$ cat src/rtl/regfile_pkg.sv
// Shared definitions for the register-file writeback path.
//   REG_DATA_W / REG_ADDR_W : register width and address width
//   REG_COUNT               : number of architectural registers
//   WB_NUM_REQ              : writeback requesters sharing the write port
//   wb_req_t                : one queued write (destination + data)
//   regOneHot               : destination address -> one-hot register mask
package regfile_pkg;

  localparam int REG_DATA_W = 32;
  localparam int REG_ADDR_W = 5;
  localparam int REG_COUNT  = 32;
  localparam int WB_NUM_REQ = 2;

  typedef struct packed {
    logic [REG_ADDR_W-1:0] addr;
    logic [REG_DATA_W-1:0] data;
  } wb_req_t;

  function automatic logic [REG_COUNT-1:0] regOneHot(input logic [REG_ADDR_W-1:0] a);
    return REG_COUNT'(1) << a;
  endfunction

endpackage

$ cat src/rtl/wb_queue.sv
// Two-entry writeback FIFO, one per requester.
//   clock, rst   : clock, asynchronous active-high reset
//   push         : store pushEntry at the tail (caller guarantees count < 2)
//   pop          : drop the head (caller guarantees count > 0)
//   count        : occupancy 0..2
//   headEntry    : oldest entry
//   entryValid   : per-slot valid, indexed by physical slot
//   entryAddr    : per-slot destination, indexed by physical slot
module wb_queue
  import regfile_pkg::*;
(
  input  logic                       clock,
  input  logic                       rst,
  input  logic                       push,
  input  wb_req_t                    pushEntry,
  input  logic                       pop,
  output logic [1:0]                 count,
  output wb_req_t                    headEntry,
  output logic [1:0]                 entryValid,
  output logic [1:0][REG_ADDR_W-1:0] entryAddr
);

  wb_req_t mem [2];
  logic    wrPtr;
  logic    rdPtr;

  always_ff @(posedge clock or posedge rst) begin
    if (rst) begin
      mem[0] <= '0;
      mem[1] <= '0;
      wrPtr  <= 1'b0;
      rdPtr  <= 1'b0;
      count  <= 2'd0;
    end else begin
      if (push) begin
        mem[wrPtr] <= pushEntry;
        wrPtr      <= ~wrPtr;
      end
      if (pop) begin
        rdPtr <= ~rdPtr;
      end
      count <= count + 2'(push) - 2'(pop);
    end
  end

  assign headEntry    = mem[rdPtr];
  assign entryAddr[0] = mem[0].addr;
  assign entryAddr[1] = mem[1].addr;

  // With two slots, the head slot is valid when non-empty and both are valid when full.
  always_comb begin
    entryValid = 2'b00;
    if (count != 2'd0) entryValid[rdPtr] = 1'b1;
    if (count == 2'd2) entryValid = 2'b11;
  end

endmodule

$ cat src/rtl/regfile_write_arbiter.sv
// Shares the register-file write port between two writeback requesters.
//   clock, rst                     : clock, asynchronous active-high reset
//   req0Valid/req0Reg/req0Data     : requester 0 (ALU/load) write request
//   req0Ready                      : requester 0 queue has room
//   req1Valid/req1Reg/req1Data     : requester 1 (multi-cycle unit) write request
//   req1Ready                      : requester 1 queue has room
//   regWrite/writeRegister/writeData : registered register-file write port
//   pendingMask                    : bit r set while a write to r is queued or staged
module regfile_write_arbiter
  import regfile_pkg::*;
#(
  parameter int DATA_W = 32,
  parameter int ADDR_W = 5,
  parameter int DEPTH  = 2
) (
  input  logic              clock,
  input  logic              rst,
  input  logic              req0Valid,
  input  logic [ADDR_W-1:0] req0Reg,
  input  logic [DATA_W-1:0] req0Data,
  output logic              req0Ready,
  input  logic              req1Valid,
  input  logic [ADDR_W-1:0] req1Reg,
  input  logic [DATA_W-1:0] req1Data,
  output logic              req1Ready,
  output logic              regWrite,
  output logic [ADDR_W-1:0] writeRegister,
  output logic [DATA_W-1:0] writeData,
  output logic [31:0]       pendingMask
);

  localparam logic [1:0] DEPTH_CNT = 2'(DEPTH);

  logic [1:0]                 count0, count1;
  wb_req_t                    head0, head1;
  wb_req_t                    pushEntry0, pushEntry1;
  logic [1:0]                 entryValid0, entryValid1;
  logic [1:0][REG_ADDR_W-1:0] entryAddr0, entryAddr1;
  logic                       push0, push1;
  logic                       grant0, grant1;
  logic                       lastGrant;

  assign req0Ready = (count0 < DEPTH_CNT);
  assign req1Ready = (count1 < DEPTH_CNT);

  // Writes to register 0 complete the handshake but are dropped here.
  assign push0 = req0Valid && req0Ready && (req0Reg != '0);
  assign push1 = req1Valid && req1Ready && (req1Reg != '0);

  assign pushEntry0 = '{addr: req0Reg, data: req0Data};
  assign pushEntry1 = '{addr: req1Reg, data: req1Data};

  wb_queue uQueue0 (
    .clock      (clock),
    .rst        (rst),
    .push       (push0),
    .pushEntry  (pushEntry0),
    .pop        (grant0),
    .count      (count0),
    .headEntry  (head0),
    .entryValid (entryValid0),
    .entryAddr  (entryAddr0)
  );

  wb_queue uQueue1 (
    .clock      (clock),
    .rst        (rst),
    .push       (push1),
    .pushEntry  (pushEntry1),
    .pop        (grant1),
    .count      (count1),
    .headEntry  (head1),
    .entryValid (entryValid1),
    .entryAddr  (entryAddr1)
  );

  // Round robin: on a tie the requester that did not win last time goes.
  always_comb begin
    grant0 = (count0 != 2'd0) && ((count1 == 2'd0) || lastGrant);
    grant1 = (count1 != 2'd0) && ((count0 == 2'd0) || !lastGrant);
  end

  always_ff @(posedge clock or posedge rst) begin
    if (rst) begin
      regWrite      <= 1'b0;
      writeRegister <= '0;
      writeData     <= '0;
      lastGrant     <= 1'b1;
    end else begin
      regWrite <= grant0 || grant1;
      if (grant0) begin
        writeRegister <= head0.addr;
        writeData     <= head0.data;
        lastGrant     <= 1'b0;
      end else if (grant1) begin
        writeRegister <= head1.addr;
        writeData     <= head1.data;
        lastGrant     <= 1'b1;
      end
    end
  end

  always_comb begin
    pendingMask = '0;
    for (int i = 0; i < 2; i++) begin
      if (entryValid0[i]) pendingMask |= regOneHot(entryAddr0[i]);
      if (entryValid1[i]) pendingMask |= regOneHot(entryAddr1[i]);
    end
    if (regWrite) pendingMask |= regOneHot(writeRegister);
  end

endmodule

$ cat config.mk
export PLATFORM = sky130hd
export DESIGN_NAME = regfile_write_arbiter
export DESIGN_NICKNAME = d
export VERILOG_FILES = /design/src/rtl/regfile_pkg.sv /design/src/rtl/wb_queue.sv /design/src/rtl/regfile_write_arbiter.sv
export SDC_FILE = /design/constraint.sdc
export NUM_CORES = 1
export LEC_CHECK = 0
export BUFFER_PORTS_ARGS = -buffer_cell sky130_fd_sc_hd__buf_2
export CORE_UTILIZATION = 42
export CTS_CLUSTER_DIAMETER = 200
export DETAILED_ROUTE_END_ITERATION = 10
export GPL_TIMING_DRIVEN = 0
export PLACE_DENSITY = 0.69
export RECOVER_POWER = 25
export SETUP_SLACK_MARGIN = 0.1
export SLEW_MARGIN = 25
export SYNTH_ARGS = -nofsm -noshare
export SYNTH_HDL_FRONTEND = slang
export SYNTH_SLANG_ARGS = --single-unit
$ cat constraint.sdc
create_clock -name clock -period 14.23 [get_ports clock]
set_clock_uncertainty 0.1 [all_clocks]
set_input_delay 4.269 -clock clock [delete_from_list [all_inputs] [get_ports clock]]
set_output_delay 4.269 -clock clock [all_outputs]
set_load 0.02 [all_outputs]
==> flow_summary.json <==
{
  "seqPwrFrac_pct": 34.4,
  "crit_family": "buffers and inverters",
  "yosys_warnings": 0,
  "worst_slack_ns": 5.07,
  "max_cap_violations": 1,
  "dp_hpwl_um": 20400,
  "areaGrowthSynthToFinish_pct": 18.1,
  "path_cells": "buf_2 > clkinvlp_2 > clkbuf_1",
  "route.detailed.drc": 0,
  "whs_path_depth": 2,
  "fmax_ghz": 0.109,
  "synth_top_cell_area_share_pct": 49.3,
  "crit_arrival_ns": 8.34,
  "cpMaxStageDelayCell": "clkbuf_1",
  "worstHoldEndpoint": "writeData[19]",
  "cts-root-buf": "clkbuf_16",
  "synthArstFlopShare_pct": 100,
  "place_congestion": 0.938,
  "dp_cells": 1284,
  "cts_resized": 0,
  "drtIter0Drc": 427,
  "ant_nets": 0,
  "pwr_density_cell_mw_per_mm2": 255,
  "r2r_cells": 12,
  "totalWireLength_um": 27900,
  "rows": 55,
  "cp_max_fo": 96,
  "synthFlopType": "dfrtp_1",
  "fin_crit_ns": 9.16,
  "cp_num_buf_inv": 3,
  "power.static_leakage_uw": 0.00518,
  "yosysMostFrequentCell": "dfrtp_1",
  "setup_violations": 0,
  "start_util_pct": 43.1,
  "worst_slew_pin_slew_ns": 5.24,
  "fin_cells": 1321,
  "grt_pass1_vias": 7694,
  "rr_startpoint": "uQueue1.count[1]",
  "max_stage_delay_ns": 3.67,
  "vias": 7399,
  "avgViaCountPerCell": 5.60,
  "hold_class": "reg -> reg",
  "synth_cell_types": 48,
  "synth_edf_count": 0,
  "status": "complete, but fails checks",
  "cts_buffers": 17,
  "drv_slew": 97,
  "clkLatencyLatePin_ns": 0.43,
  "synthTopCellsByCount": "dfrtp_1, mux2_1, mux2i_1, nand2_1, o221ai_1",
  "rsz0062_at_grt": "false",
  "synth_nets": 902,
  "reg2reg_slack_ns": 10.46,
  "violations": "capacitance limit, slew limit",
  "netlist_area_sq_mm": 0.00985,
  "fp.dieW_um": 155,
  "netlist_instances": 820,
  "yosysSeqAreaShare_pct": 49.6,
  "r2r_end": "uQueue1.count[1]",
  "cts_tree": "done",
  "combPwrFrac_pct": 50.4,
  "grt_remaining_overflow": 0,
  "start_kind": "input pin",
  "hp-start": "writeData[19]",
  "die_area_sq_mm": 0.0241,
  "numClockSinks": 195,
  "wire_per_inst_um": 21.1,
  "boundaryPins": 150,
  "post-cts-setup-buffer-count": 0,
  "nets": 1072,
  "internal-power_uw": 1680,
  "cts.clk_slew.worst_paths_ns": 0.07,
  "ys_ff_latch": 195,
  "endpoint_kind": "asynchronous set/reset pin",
  "antenna_found_initial": 5,
  "p_clk_share_pct": 15.1,
  "grt_max_degree": 97,
  "detailedPlace.worstSlack_ns": 7.42,
  "fin_setup_tns_ns": 0,
  "synth_area_leaders": "dfrtp_1, mux2_1, mux2i_1",
  "required_ns": 13.41,
  "core_sq_mm": 0.0228,
  "ctsLongestPathBuffers": 2,
  "p_sw_uw": 1280,
  "cts_hold_buffers": 0,
  "yosysTopAreaCell": "dfrtp_1",
  "grt_use_total_pct": 23.9,
  "drt_pass1_iterations": 5,
  "drive_gt1_share_pct": 26.3,
  "switching_share_pct": 43.3,
  "port_buffers": 149,
  "worstSetupPathType": "in -> async",
  "avgSynthCellArea_sq_um": 12.0,
  "die_h_um": 155,
  "peakVddDrop_uv": 127,
  "fin_total_pwr_uw": 2960,
  "max_slew_margin_pct": -249,
  "grt_pass1_wl_um": 43800,
  "hold_viol_final": 0,
  "fin_crit_sh_pct": 64.3,
  "h-tree-depth": 4
}
==> worst reg2reg max path: cells and delay by family (launching register included) <==
kind                       cells  cell delay, ns
xor gates and xnor gates       2            0.32
AOI/OAI and AO/OA              2            0.51
buffers and inverters          5            1.34
adders and majority gates      2            0.47
and+or+nand+nor                1            0.58
DFF                            1            0.36
==> layout make-up <==
| class | instances | area, sq um |
|---|---|---|
| tap | 313 | 392 |
| clock inverter | 11 | 95.1 |
| timing repair buffer | 151 | 777 |
| inverter | 14 | 53.8 |
| fill | 2130 | 11200 |
| clock buffer | 21 | 450 |
| buffer | 58 | 312 |
| sequential | 195 | 4880 |
| multi-input combinational | 553 | 4650 |
| antenna | 5 | 12.5 |
==> metrics by stage <==
step                utilization (%)  hold WS (ns)  area (sq um)
floorplan                         -         0.357          9850
CTS                            51.0         0.388         11600
global placement               48.1         0.364         11000
finish                         50.9         0.385         11600
detailed placement             48.6         0.368         11100
global route                   50.8         0.399         11600
==> cell families (layout without fill, tap and decap cells) <==
| logic type | count (synthesis) | after routing | share of synthesized area, % |
|---|---|---|---|
| adder cells (fa/ha/maj) | 4 | 4 | 0.508 |
| multiplexers | 224 | 224 | 25.4 |
| XOR/XNOR | 8 | 8 | 0.712 |
| AND/OR/NAND/NOR | 214 | 214 | 11.4 |
| flip-flops | 195 | 195 | 49.6 |
| AO/OA/AOI/OAI | 103 | 103 | 8.64 |
| other | 0 | 5 | 0 |
| buffers and inverters | 72 | 255 | 3.74 |
==> sequential cells by signal, indices dropped and copies added, names as in the netlist <==
name / count
lastGrant: 1
regWrite: 1
uQueue0.count: 2
uQueue0.entryAddr: 10
uQueue0.mem: 64
uQueue0.rdPtr: 1
uQueue0.wrPtr: 1
uQueue1.count: 2
uQueue1.entryAddr: 10
uQueue1.mem: 64
uQueue1.rdPtr: 1
uQueue1.wrPtr: 1
writeData: 32
writeRegister: 5
==> power by group through the flow <==
stage	logic, uW	clock network [uW]	registers (uW)
after floorplan	995	0	1040
after global placement	1470	0	1020
after detailed placement	1500	0	1030
after CTS	1500	458	1020
after global routing	1620	476	1060
final	1500	448	1020
==> worst max path at each step <==
stage,to,cells past startpoint,slack [ns],startpoint
5_1_grt,uQueue0.mem[42],3,4.03,rst
3_5_place_dp,pendingMask[16],6,7.42,uQueue0.count[1]
4_1_cts,pendingMask[16],6,6.95,uQueue0.count[1]
3_3_place_gp,uQueue0.mem[46],2,2.36,rst
6_report,uQueue0.entryAddr[5],3,5.07,rst
2_1_floorplan,regWrite,1,4.55,rst
==> metal layers <==
metal / global-route usage [%] / part of all wire, %
met2: 39.9 / 48
met4: 8.16 / 2.3
met1: 30.4 / 42
met5: 0 / 0.036
met3: 5.96 / 7.3
==> layout by cell type, fill, tap and decap left out, drive strengths merged, types with 6 or more instances in the layout <==
master and instances:
a32oi 16, and2 6, a22oi 33, nand2b 10, mux2i 76, mux2 148
nand4 6, o221ai 37, dfrtp 194, xnor2 8, buf 176, nor4 12
nor2 22, inv 19, nand2 76, nor3 9, nor4b 8, nand3 31
nor2b 15, nor3b 7, clkbuf 54
No activity file was read; power rests on OpenSTA's default activity.
